File: src/rtl/fetch_unit.sv
// fetch_unit: RV32I instruction-fetch stage.
// Holds the program counter, issues single-outstanding word fetches over a
// request/grant + response-valid memory interface, and presents fetched
// instructions to decode through a valid/ready register slot. A taken
// branch (do_branch) redirects the PC and squashes wrong-path fetches.
//
// Ports:
//   clk, rst       : clock (rising edge), asynchronous active-high reset
//   do_branch      : one-cycle redirect request from the branch unit
//   branch_target  : redirect address, sampled with do_branch
//   imem_req/addr  : fetch request and word address (addr = pc_q)
//   imem_gnt       : memory accepts the request this cycle
//   imem_rvalid/rdata : fetch response
//   if_valid/instr/pc : instruction slot towards decode
//   id_ready       : decode consumes the slot this cycle
//   misalign_err   : one-cycle pulse when a redirect target is not word aligned
//   redirect_cnt   : wrapping count of redirects since reset
module fetch_unit #(
  parameter logic [31:0] RESET_PC = 32'h0000_0000,
  parameter int unsigned CNT_W    = 32
) (
  input  logic             clk,
  input  logic             rst,
  input  logic             do_branch,
  input  logic [31:0]      branch_target,
  output logic             imem_req,
  output logic [31:0]      imem_addr,
  input  logic             imem_gnt,
  input  logic             imem_rvalid,
  input  logic [31:0]      imem_rdata,
  output logic             if_valid,
  output logic [31:0]      if_instr,
  output logic [31:0]      if_pc,
  input  logic             id_ready,
  output logic             misalign_err,
  output logic [CNT_W-1:0] redirect_cnt
);

  localparam logic [31:0] NOP = 32'h0000_0013;

  logic [31:0] pc_q;
  logic [31:0] fetch_pc;
  logic        outstanding;
  logic        drop;
  logic        accept;
  logic        resp;

  // A new fetch is only issued when the slot is free or being drained this
  // cycle, so a returning response always finds the slot empty.
  assign imem_req  = !rst && !do_branch && !outstanding && (!if_valid || id_ready);
  assign imem_addr = pc_q;
  assign accept    = imem_req && imem_gnt;
  assign resp      = imem_rvalid && outstanding;

  always_ff @(posedge clk or posedge rst) begin
    if (rst) begin
      pc_q         <= RESET_PC;
      fetch_pc     <= RESET_PC;
      outstanding  <= 1'b0;
      drop         <= 1'b0;
      if_valid     <= 1'b0;
      if_instr     <= NOP;
      if_pc        <= RESET_PC;
      misalign_err <= 1'b0;
      redirect_cnt <= '0;
    end else begin
      misalign_err <= 1'b0;
      if (resp) outstanding <= 1'b0;

      if (do_branch) begin
        pc_q         <= {branch_target[31:2], 2'b00};
        if_valid     <= 1'b0;
        redirect_cnt <= redirect_cnt + CNT_W'(1);
        misalign_err <= |branch_target[1:0];
        // A response arriving with the redirect is discarded here directly;
        // otherwise the still-pending one must be dropped when it returns.
        if (outstanding && !imem_rvalid) drop <= 1'b1;
        else if (resp)                   drop <= 1'b0;
      end else begin
        if (accept) begin
          outstanding <= 1'b1;
          pc_q        <= pc_q + 32'd4;
          fetch_pc    <= pc_q;
        end
        if (if_valid && id_ready) if_valid <= 1'b0;
        if (resp) begin
          if (drop) begin
            drop <= 1'b0;
          end else begin
            if_valid <= 1'b1;
            if_instr <= imem_rdata;
            if_pc    <= fetch_pc;
          end
        end
      end
    end
  end

endmodule
File: config.mk
export PLATFORM = sky130hd
export DESIGN_NAME = fetch_unit
export DESIGN_NICKNAME = d
export VERILOG_FILES = /design/src/rtl/fetch_unit.sv
export SDC_FILE = /design/constraint.sdc
export NUM_CORES = 1
export LEC_CHECK = 0
export ABC_CLOCK_PERIOD_IN_PS = 14390
export BUFFER_PORTS_ARGS = -buffer_cell sky130_fd_sc_hd__buf_4
export CORE_UTILIZATION = 30
export CTS_BUF_LIST = sky130_fd_sc_hd__clkbuf_8
export CTS_CLUSTER_DIAMETER = 30
export DETAILED_ROUTE_END_ITERATION = 7
export PLACE_DENSITY = 0.55
export SYNTH_ARGS = -nofsm -noshare
export SYNTH_HDL_FRONTEND = slang
export SYNTH_SLANG_ARGS = --single-unit
File: constraint.sdc
create_clock -name clk -period 14.39 [get_ports clk]
set_input_delay 2.878 -clock clk [delete_from_list [all_inputs] [get_ports clk]]
set_output_delay 2.878 -clock clk [all_outputs]
set_load 0.1 [all_outputs]
==> flow_summary.yaml, run 1 <==
cells_and_area:
  drive_gt1_frac: 0.381
  seq_area_sq_mm: 0.00396
  area_delta_synth_final_pct: 31.3
  diodes: 0
  final_cell_mix: "200 x buf_4, 155 x dfrtp_1, 129 x nand2_1"
  multi_input_area_sq_mm: 0.00279
  layout_commonest_cell: "buf_4"
  nets: 873
  final_area_sq_mm: 0.00904
  fillers: 2251
synthesis:
  synth_cell_types: 50
  mappedNetlistArea_sq_mm: 0.00688
  ys_warn_count: 0
  avgSynthCellArea_sq_um: 11.3
  ys_ff_latch: 158
  synth_seq_area_share: 0.575
  synth_ff_type: "dfrtp_1"
  synth-edff-count: 0
  synth-async-reset-ratio: 1.00
  syn_inst: 609
sta:
  setup_violations: 0
  setup_ws_ps: 7430
  max_freq_ghz: 0.144
  period_needed_ps: 6960
  fin_worst_skew_ps: 15.1
  worstMarginPinSlew_ps: 1060
  fin_crit_sh: 0.484
  rsz0062_at_grt: "no"
  hold_viol_final: 0
  slew_headroom: 0.294
  finalSetupTns_ps: 0
  whs_ps: 478
  drv_slew: 0
grt:
  busiest_layer: "met2"
  grt_util_met1: 0.219
  grt_pass1_wl_um: 29000
  grt_pass1_vias: 5200
  grt_util_met2: 0.240
  grt.total_usage: 0.159
  antenna_found_initial: 0
  overflow: 0
  use_met3: 0.0448
  grt_max_degree: 85
cts:
  cts_buffers: 17
  ctsResizeCount: 0
  path_clk_slew_ps: 70
  hold_buffers: 0
  clk_latency_ps: 440
  cts_setup_buffers: 0
  clock_path_buffers: 2
  cts_tree: "built"
  h-tree-depth: 4
  cts_root_buffer: "clkbuf_8"
  clock-sinks: 158
placement:
  pre_cts_ws_ps: 7330
  portBuffers: 196
  dpl.hpwl_um: 12500
  gp_congestion: 0.757
  dpl_cell_area_sq_mm: 0.00863
die:
  io_pins: 201
  dieArea_sq_mm: 0.0235
  rows: 55
  start_util: 0.305
  die_y_um: 153
  die_w_um: 153
  coreArea_sq_mm: 0.0226
run:
  maxCapViolations: 0
pwr:
  power.density_mw_per_mm2: 224
  total_power_mw: 2.03
  ir_drop_v: 0.0000998
  p_leak_nw: 4.37
drt:
  vias: 5261
  wire_per_inst_um: 16.5
  viasPerCell: 4.80
  drc: 0
  wl_um: 18100
  first_pass_iters: 5
  drtIter0Drc: 251
  ant_nets: 0
critical_path:
  crit_arrival_ps: 4080
  required_ps: 11510
  path_class: "input port to primary output"
  cp_max_fo: 76
  critPathCaptureType: "primary output"
  worst_setup_path_start_kind: "input port"
worst_hold_path:
  hold_class: "flip-flop to flip-flop"
run_status:
  outcome: "finished clean"
[worst max-delay path, cell delays in order]
cell and delay (ps):
buf_4 140, inv_6 480, nand2_1 90, nor3_1 170, buf_4 320
[sequential cells by signal (all words and copies together) (netlist names)]
| name | flops |
|---|---|
| drop | 1 |
| imem_addr | 30 |
| redirect_cnt | 32 |
| if_valid | 1 |
| outstanding | 1 |
| if_pc | 30 |
| if_instr | 32 |
| fetch_pc | 30 |
| misalign_err | 1 |
[cell usage after synthesis, types with 6 or more instances]
cell      instances  area [sq um]
a21oi_1           6          30.0
a221o_1           6          60.1
a31oi_1           7          43.8
and3_1            8          50.1
buf_2             6          30.0
clkbuf_1         18          67.6
dfrtp_1         155          3880
mux2_2           64           721
nand2_1         130           488
nand3_1          25           125
nand4_1          20           125
nor2_1           22          82.6
nor3_1            9          45.0
o21ai_0          19          95.1
xnor2_1          24           210
xor2_1           12           105
[cells by family (layout without fill, tap and decap cells)]
group                      Yosys count  count (layout)  synth area share
xor gates and xnor gates            36              36            0.0458
and+or+nand+nor                    249             249             0.182
other                                1               4          0.000545
buffers and inverters               35             235            0.0229
muxes                               69              69             0.112
adders and majority gates            2               2           0.00364
AOI/OAI and AO/OA                   59              59            0.0580
DFF                                158             158             0.575
[metal layers]
| layer | vias up | routed length [um] |
|---|---|---|
| li1 | 2519 | - |
| met1 | 2572 | 8580 |
| met2 | 157 | 8230 |
| met3 | 13 | 1030 |
| met4 | 0 | 257 |
| met5 | - | 0 |
[per-stage QoR]
stage,std cells,util
after floorplan,612,-
after global placement,1067,0.382
after detailed placement,1067,0.382
after CTS,1097,0.400
after global routing,1097,0.400
final,1097,0.400
[final timing paths]
path,from,to,slack [ps],depth (start not counted)
max,rst,imem_req,7430,5
min,redirect_cnt[31]$_DFFE_PP0P_,redirect_cnt[31]$_DFFE_PP0P_,480,1
max reg2reg,outstanding$_DFF_PP0_,if_instr[8]$_DFFE_PP0P_,11860,4
min reg2reg,redirect_cnt[31]$_DFFE_PP0P_,redirect_cnt[31]$_DFFE_PP0P_,480,1
max in group asynchronous,rst,redirect_cnt[26]$_DFFE_PP0P_,10260,3
min in group asynchronous,rst,if_pc[7]$_DFFE_PP0P_,2550,2
[area by class of cell]
cell class / instances / area share
Sequential cell: 158 / 0.438
Clock inverter: 13 / 0.0195
Inverter: 5 / 0.00263
Clock buffer: 17 / 0.0259
Tap cell: 285 / 0.0395
Timing Repair Buffer: 200 / 0.166
Multi-Input combinational cell: 419 / 0.308
[power by group]
group | total (mW) | switching [mW] | internal [mW]
Combinational | 1.03 | 0.818 | 0.214
Sequential | 0.645 | 0.0855 | 0.559
Clock | 0.352 | 0.166 | 0.186
Total | 2.03 | 1.07 | 0.959
Note: power is estimated with default switching activity, not from simulation.
==> run 2, diff against run 1 <==
--- a/config.mk
+++ b/config.mk
@@ -5,7 +5,7 @@
 export SDC_FILE = /design/constraint.sdc
 export NUM_CORES = 1
 export LEC_CHECK = 0
-export ABC_CLOCK_PERIOD_IN_PS = 14390
+export ABC_CLOCK_PERIOD_IN_PS = 6610
 export BUFFER_PORTS_ARGS = -buffer_cell sky130_fd_sc_hd__buf_4
 export CORE_UTILIZATION = 30
 export CTS_BUF_LIST = sky130_fd_sc_hd__clkbuf_8
==> constraint.sdc (replaced) <==
create_clock -name clk -period 6.61 [get_ports clk]
set_input_delay 1.322 -clock clk [delete_from_list [all_inputs] [get_ports clk]]
set_output_delay 1.322 -clock clk [all_outputs]
set_load 0.1 [all_outputs]
==> run 2 against run 1 <==
Compared with the run above:
- cell area decreased by 0.15%
- critical path type unchanged
- core utilization fell by 0.061 points
- die area unchanged
- combinational power grew 120%
- hold slack got worse by 3.6 ps
- worst setup slack got worse by 4800 ps
- largest cell class unchanged
==> flow_summary.yaml, run 2 (synthesis gave the netlist of run 1 again) <==
cells_and_area:
  area_delta_synth_final_pct: 31.1
  nets: 874
  drive_gt1_frac: 0.385
  layout_commonest_cell: "buf_4"
  reg_top3: "if_instr: 32 flops, redirect_cnt: 32 flops"
  diodes: 0
  final_cell_mix: "201 x buf_4, 155 x dfrtp_1, 129 x nand2_1"
grt:
  grt.total_usage: 0.157
  grt_pass1_vias: 5145
  antenna_found_initial: 0
  grt_pass1_wl_um: 28800
  grt_max_degree: 72
  overflow: 0
pwr:
  power.density_mw_per_mm2: 484
  ir_drop_v: 0.000245
  p_leak_nw: 4.34
drt:
  viasPerCell: 4.81
  first_pass_iters: 6
  drc: 0
  wire_per_inst_um: 16.4
  vias: 5291
  drtIter0Drc: 272
  wl_um: 18000
  ant_nets: 0
critical_path:
  path_class: "input port to primary output"
  crit_arrival_ps: 2700
  critPathCaptureType: "primary output"
  cp_max_fo: 41
  crit_top_cell: "buf_4"
  crit_chain: "buf_4 > clkinvlp_4 > nand2_1 > nor3_1 > buf_4"
  crit_slowest_cell: "clkinvlp_4"
  worst_setup_path_start_kind: "input port"
  max_stage_delay_ps: 690
  required_ps: 5290
cts:
  ctsResizeCount: 0
  clk_latency_ps: 440
  h-tree-depth: 4
  cts_root_buffer: "clkbuf_8"
  clock-sinks: 158
  cts_setup_buffers: 0
  path_clk_slew_ps: 80
  cts_buffers: 17
  clock_path_buffers: 2
  cts_tree: "built"
  hold_buffers: 0
die:
  start_util: 0.305
  die_w_um: 153
  io_pins: 201
  dieArea_sq_mm: 0.0235
  rows: 55
  coreArea_sq_mm: 0.0226
  die_y_um: 153
sta:
  finalSetupTns_ps: 0
  hold_viol_final: 0
  drv_slew: 0
  fin_crit_sh: 0.608
  max_freq_ghz: 0.249
  slew_headroom: 0.395
  setup_violations: 0
  setup_ws_ps: 2590
  rsz0062_at_grt: "no"
  period_needed_ps: 4020
  worstMarginPinSlew_ps: 905
  fin_worst_skew_ps: 8.17
placement:
  gp_congestion: 0.802
  dpl.hpwl_um: 12700
  pre_cts_ws_ps: 2500
  portBuffers: 196
worst_hold_path:
  hold_class: "flip-flop to flip-flop"
run_status:
  outcome: "finished clean"
run:
  maxCapViolations: 0
run 2: cell count changes in the layout (fill, tap and decap cells not counted), sizes merged:
cell,previous run,this run
bufinv,4,2
inv,7,5
buf,200,201
clkbuf,17,18
clkinvlp,1,6
clkinv,6,5
run 2: worst paths after layout:
| path | startpoint | endpoint | slack [ps] | depth (start not counted) |
|---|---|---|---|---|
| setup reg to reg | outstanding$_DFF_PP0_ | if_instr[7]$_DFFE_PP0P_ | 4160 | 4 |
| hold reg to reg | redirect_cnt[31]$_DFFE_PP0P_ | redirect_cnt[31]$_DFFE_PP0P_ | 470 | 1 |
| min in group asynchronous | rst | drop$_DFFE_PP0P_ | 1070 | 2 |
| setup / recovery | rst | imem_req | 2590 | 5 |
| max in group asynchronous | rst | redirect_cnt[11]$_DFFE_PP0P_ | 4150 | 3 |
| hold / removal | redirect_cnt[31]$_DFFE_PP0P_ | redirect_cnt[31]$_DFFE_PP0P_ | 470 | 1 |
run 2: power by group:
group          leakage (nW)  internal (mW)  switching (mW)  total, mW
sequential             2.00           1.22           0.184       1.40
combinational          2.16          0.466            1.78       2.25
clock                 0.183          0.344           0.372      0.716
run 2: layout make-up:
cell class                      instances  area (sq um)
Inverter                                5          22.5
Fill cell                            2292         13500
Sequential cell                       158          3960
Multi-Input combinational cell        419          2790
Timing Repair Buffer                  201          1510
Tap cell                              285           357
Clock buffer                           18           248
Clock inverter                         13           143
run 2: worst max-delay path, delay by kind of cell:
family / cells / cell delay, ps
buffers and inverters: 3 / 1060
AND/OR/NAND/NOR: 2 / 310
run 2: stage by stage:
stage	power [mW]	instance area [sq um]	std cells	utilization	hold slack (ps)
after floorplan	3.19	6900	612	-	440
after global routing	4.55	9020	1099	0.400	505
after global placement	3.67	8630	1068	0.382	456
after CTS	4.42	9020	1099	0.400	481
after detailed placement	3.69	8630	1068	0.382	459
final	4.37	9020	1099	0.400	474
run 2: layer usage:
metal	routed length (um)	track usage	up-vias
li1	-	-	2524
met1	8540	0.219	2614
met2	8410	0.243	145
met3	922	0.0403	8
met4	123	0.0371	0
met5	0	0	-
==> run 3, diff against run 2 <==
--- a/config.mk
+++ b/config.mk
@@ -5,7 +5,7 @@
 export SDC_FILE = /design/constraint.sdc
 export NUM_CORES = 1
 export LEC_CHECK = 0
-export ABC_CLOCK_PERIOD_IN_PS = 6610
+export ABC_CLOCK_PERIOD_IN_PS = 4200
 export BUFFER_PORTS_ARGS = -buffer_cell sky130_fd_sc_hd__buf_4
 export CORE_UTILIZATION = 30
 export CTS_BUF_LIST = sky130_fd_sc_hd__clkbuf_8
==> constraint.sdc (replaced) <==
create_clock -name clk -period 4.2 [get_ports clk]
set_input_delay 0.84 -clock clk [delete_from_list [all_inputs] [get_ports clk]]
set_output_delay 0.84 -clock clk [all_outputs]
set_load 0.1 [all_outputs]
==> run 3 against run 2 <==
Compared with the run above:
- sequential share of layout area is 0.44 points lower
- via count is 0.45% lower
- global-route usage is 0.29 points higher
- largest cell class unchanged
==> flow_summary.yaml, run 3 (synthesis gave the netlist of run 1 again) <==
critical_path:
  crit_arrival_ps: 2960
  required_ps: 4530
  critPathBufInv: 1
  max_stage_delay_ps: 550
  worstSetupStartpoint: "do_branch"
  path_delay_family: "simple AND/OR/NAND/NOR gates"
  cp_max_fo: 46
  crit_chain: "buf_4 > nor4b_4 > and2_2 > nor2_1 > o21a_1 > a211o_1"
  crit_slowest_cell: "and2_2"
  critPathCaptureType: "flip-flop"
  path_class: "input port to flip-flop"
  worst_setup_path_start_kind: "input port"
  r2r-start: "outstanding$_DFF_PP0_"
grt:
  grt_max_degree: 159
  grt_util_met1: 0.215
  overflow: 0
  antenna_found_initial: 0
  grt_pass1_vias: 5196
  grt_util_met2: 0.250
  grt_pass1_wl_um: 29300
  grt.total_usage: 0.160
  busiest_layer: "met2"
  use_met3: 0.0491
placement:
  pre_cts_ws_ps: 1100
  place_inst: 1068
  portBuffers: 196
  dpl.hpwl_um: 12700
  gp_congestion: 0.770
cts:
  clk_latency_ps: 450
  cts_setup_buffers: 0
  clock_path_buffers: 2
  h-tree-depth: 4
  cts_tree: "built"
  ctsResizeCount: 0
  clock-sinks: 158
  cts_root_buffer: "clkbuf_8"
  hold_buffers: 0
  cts_buffers: 17
  path_clk_slew_ps: 80
sta:
  finalSetupTns_ps: 0
  fin_crit_sh: 0.626
  worstMarginPinSlew_ps: 874
  whs_ps: 477
  drv_slew: 0
  setup_ws_ps: 1570
  max_freq_ghz: 0.380
  slew_headroom: 0.417
  fin_worst_skew_ps: 16.0
  setup_violations: 0
  hold_viol_final: 0
  period_needed_ps: 2630
  rsz0062_at_grt: "no"
die:
  io_pins: 201
  rows: 55
  dieArea_sq_mm: 0.0235
  die_y_um: 153
  start_util: 0.305
  die_w_um: 153
  coreArea_sq_mm: 0.0226
cells_and_area:
  area_delta_synth_final_pct: 32.5
  nets: 874
  final_cell_mix: "200 x buf_4, 155 x dfrtp_1, 129 x nand2_1"
  fin_cells: 1098
  reg_top3: "if_instr: 32 flops, redirect_cnt: 32 flops"
  drive_gt1_frac: 0.383
  diodes: 0
  layout_commonest_cell: "buf_4"
drt:
  wl_um: 18300
  vias: 5267
  viasPerCell: 4.80
  first_pass_iters: 4
  wire_per_inst_um: 16.7
  drtIter0Drc: 313
  drc: 0
  ant_nets: 0
pwr:
  power.density_mw_per_mm2: 777
  p_leak_nw: 4.39
  total_power_mw: 7.08
  ir_drop_v: 0.000373
run_status:
  outcome: "finished clean"
worst_hold_path:
  hold_class: "flip-flop to flip-flop"
  hp-start: "fetch_pc[18]$_DFFE_PP0P_"
run:
  maxCapViolations: 0
[run 3: changes by cell type in the layout (fill, tap and decap cells not counted), moves of 2 or more]
cell	before	now
bufinv_16	2	6
clkinv_4	3	1
clkinvlp_4	6	4
inv_1	4	6
[run 3: power by group]
part | switching [mW] | total, mW | leakage (nW) | internal, mW
clock network | 0.575 | 1.33 | 0.226 | 0.756
registers | 0.291 | 2.21 | 2.00 | 1.92
logic | 2.81 | 3.55 | 2.16 | 0.736
[run 3: per-layer routing]
| metal | part of all wire | vias to the layer above |
|---|---|---|
| met2 | 0.47 | 165 |
| met4 | 0.013 | 0 |
| li1 | - | 2507 |
| met5 | 0 | - |
| met1 | 0.46 | 2578 |
| met3 | 0.062 | 17 |
[run 3: worst reg2reg max path: stages (launching register included)]
cell     delay, ps
dfrtp_1        480
nor4b_4        370
and2_2         550
nor2_1         330
o21a_1         260
a211o_1        220
[run 3: area by class of cell]
| class | count | area, sq um |
|---|---|---|
| Clock buffer | 17 | 234 |
| Clock inverter | 13 | 224 |
| Fill cell | 2239 | 13500 |
| Inverter | 5 | 22.5 |
| Multi-Input combinational cell | 419 | 2800 |
| Sequential cell | 158 | 3960 |
| Tap cell | 285 | 357 |
| Timing Repair Buffer | 201 | 1520 |
[run 3: metrics by stage]
stage          cell area (sq um)  utilization
6_report                    9110        0.404
5_1_grt                     9110        0.404
4_1_cts                     9110        0.404
3_5_place_dp                8660        0.384
3_3_place_gp                8660        0.384
2_1_floorplan               6910            -
[run 3: final timing paths]
check                                       endpoint  cells after the start  slack [ps]
setup / recovery           imem_addr[21]$_DFFE_PP0P_                      6        1570
hold / removal              fetch_pc[18]$_DFFE_PP0P_                      2         480
setup reg to reg           imem_addr[21]$_DFFE_PP0P_                      5        1880
hold reg to reg             fetch_pc[18]$_DFFE_PP0P_                      2         480
max in group asynchronous   fetch_pc[20]$_DFFE_PP0P_                      3        2880
min in group asynchronous  imem_addr[12]$_DFFE_PP0P_                      3         710
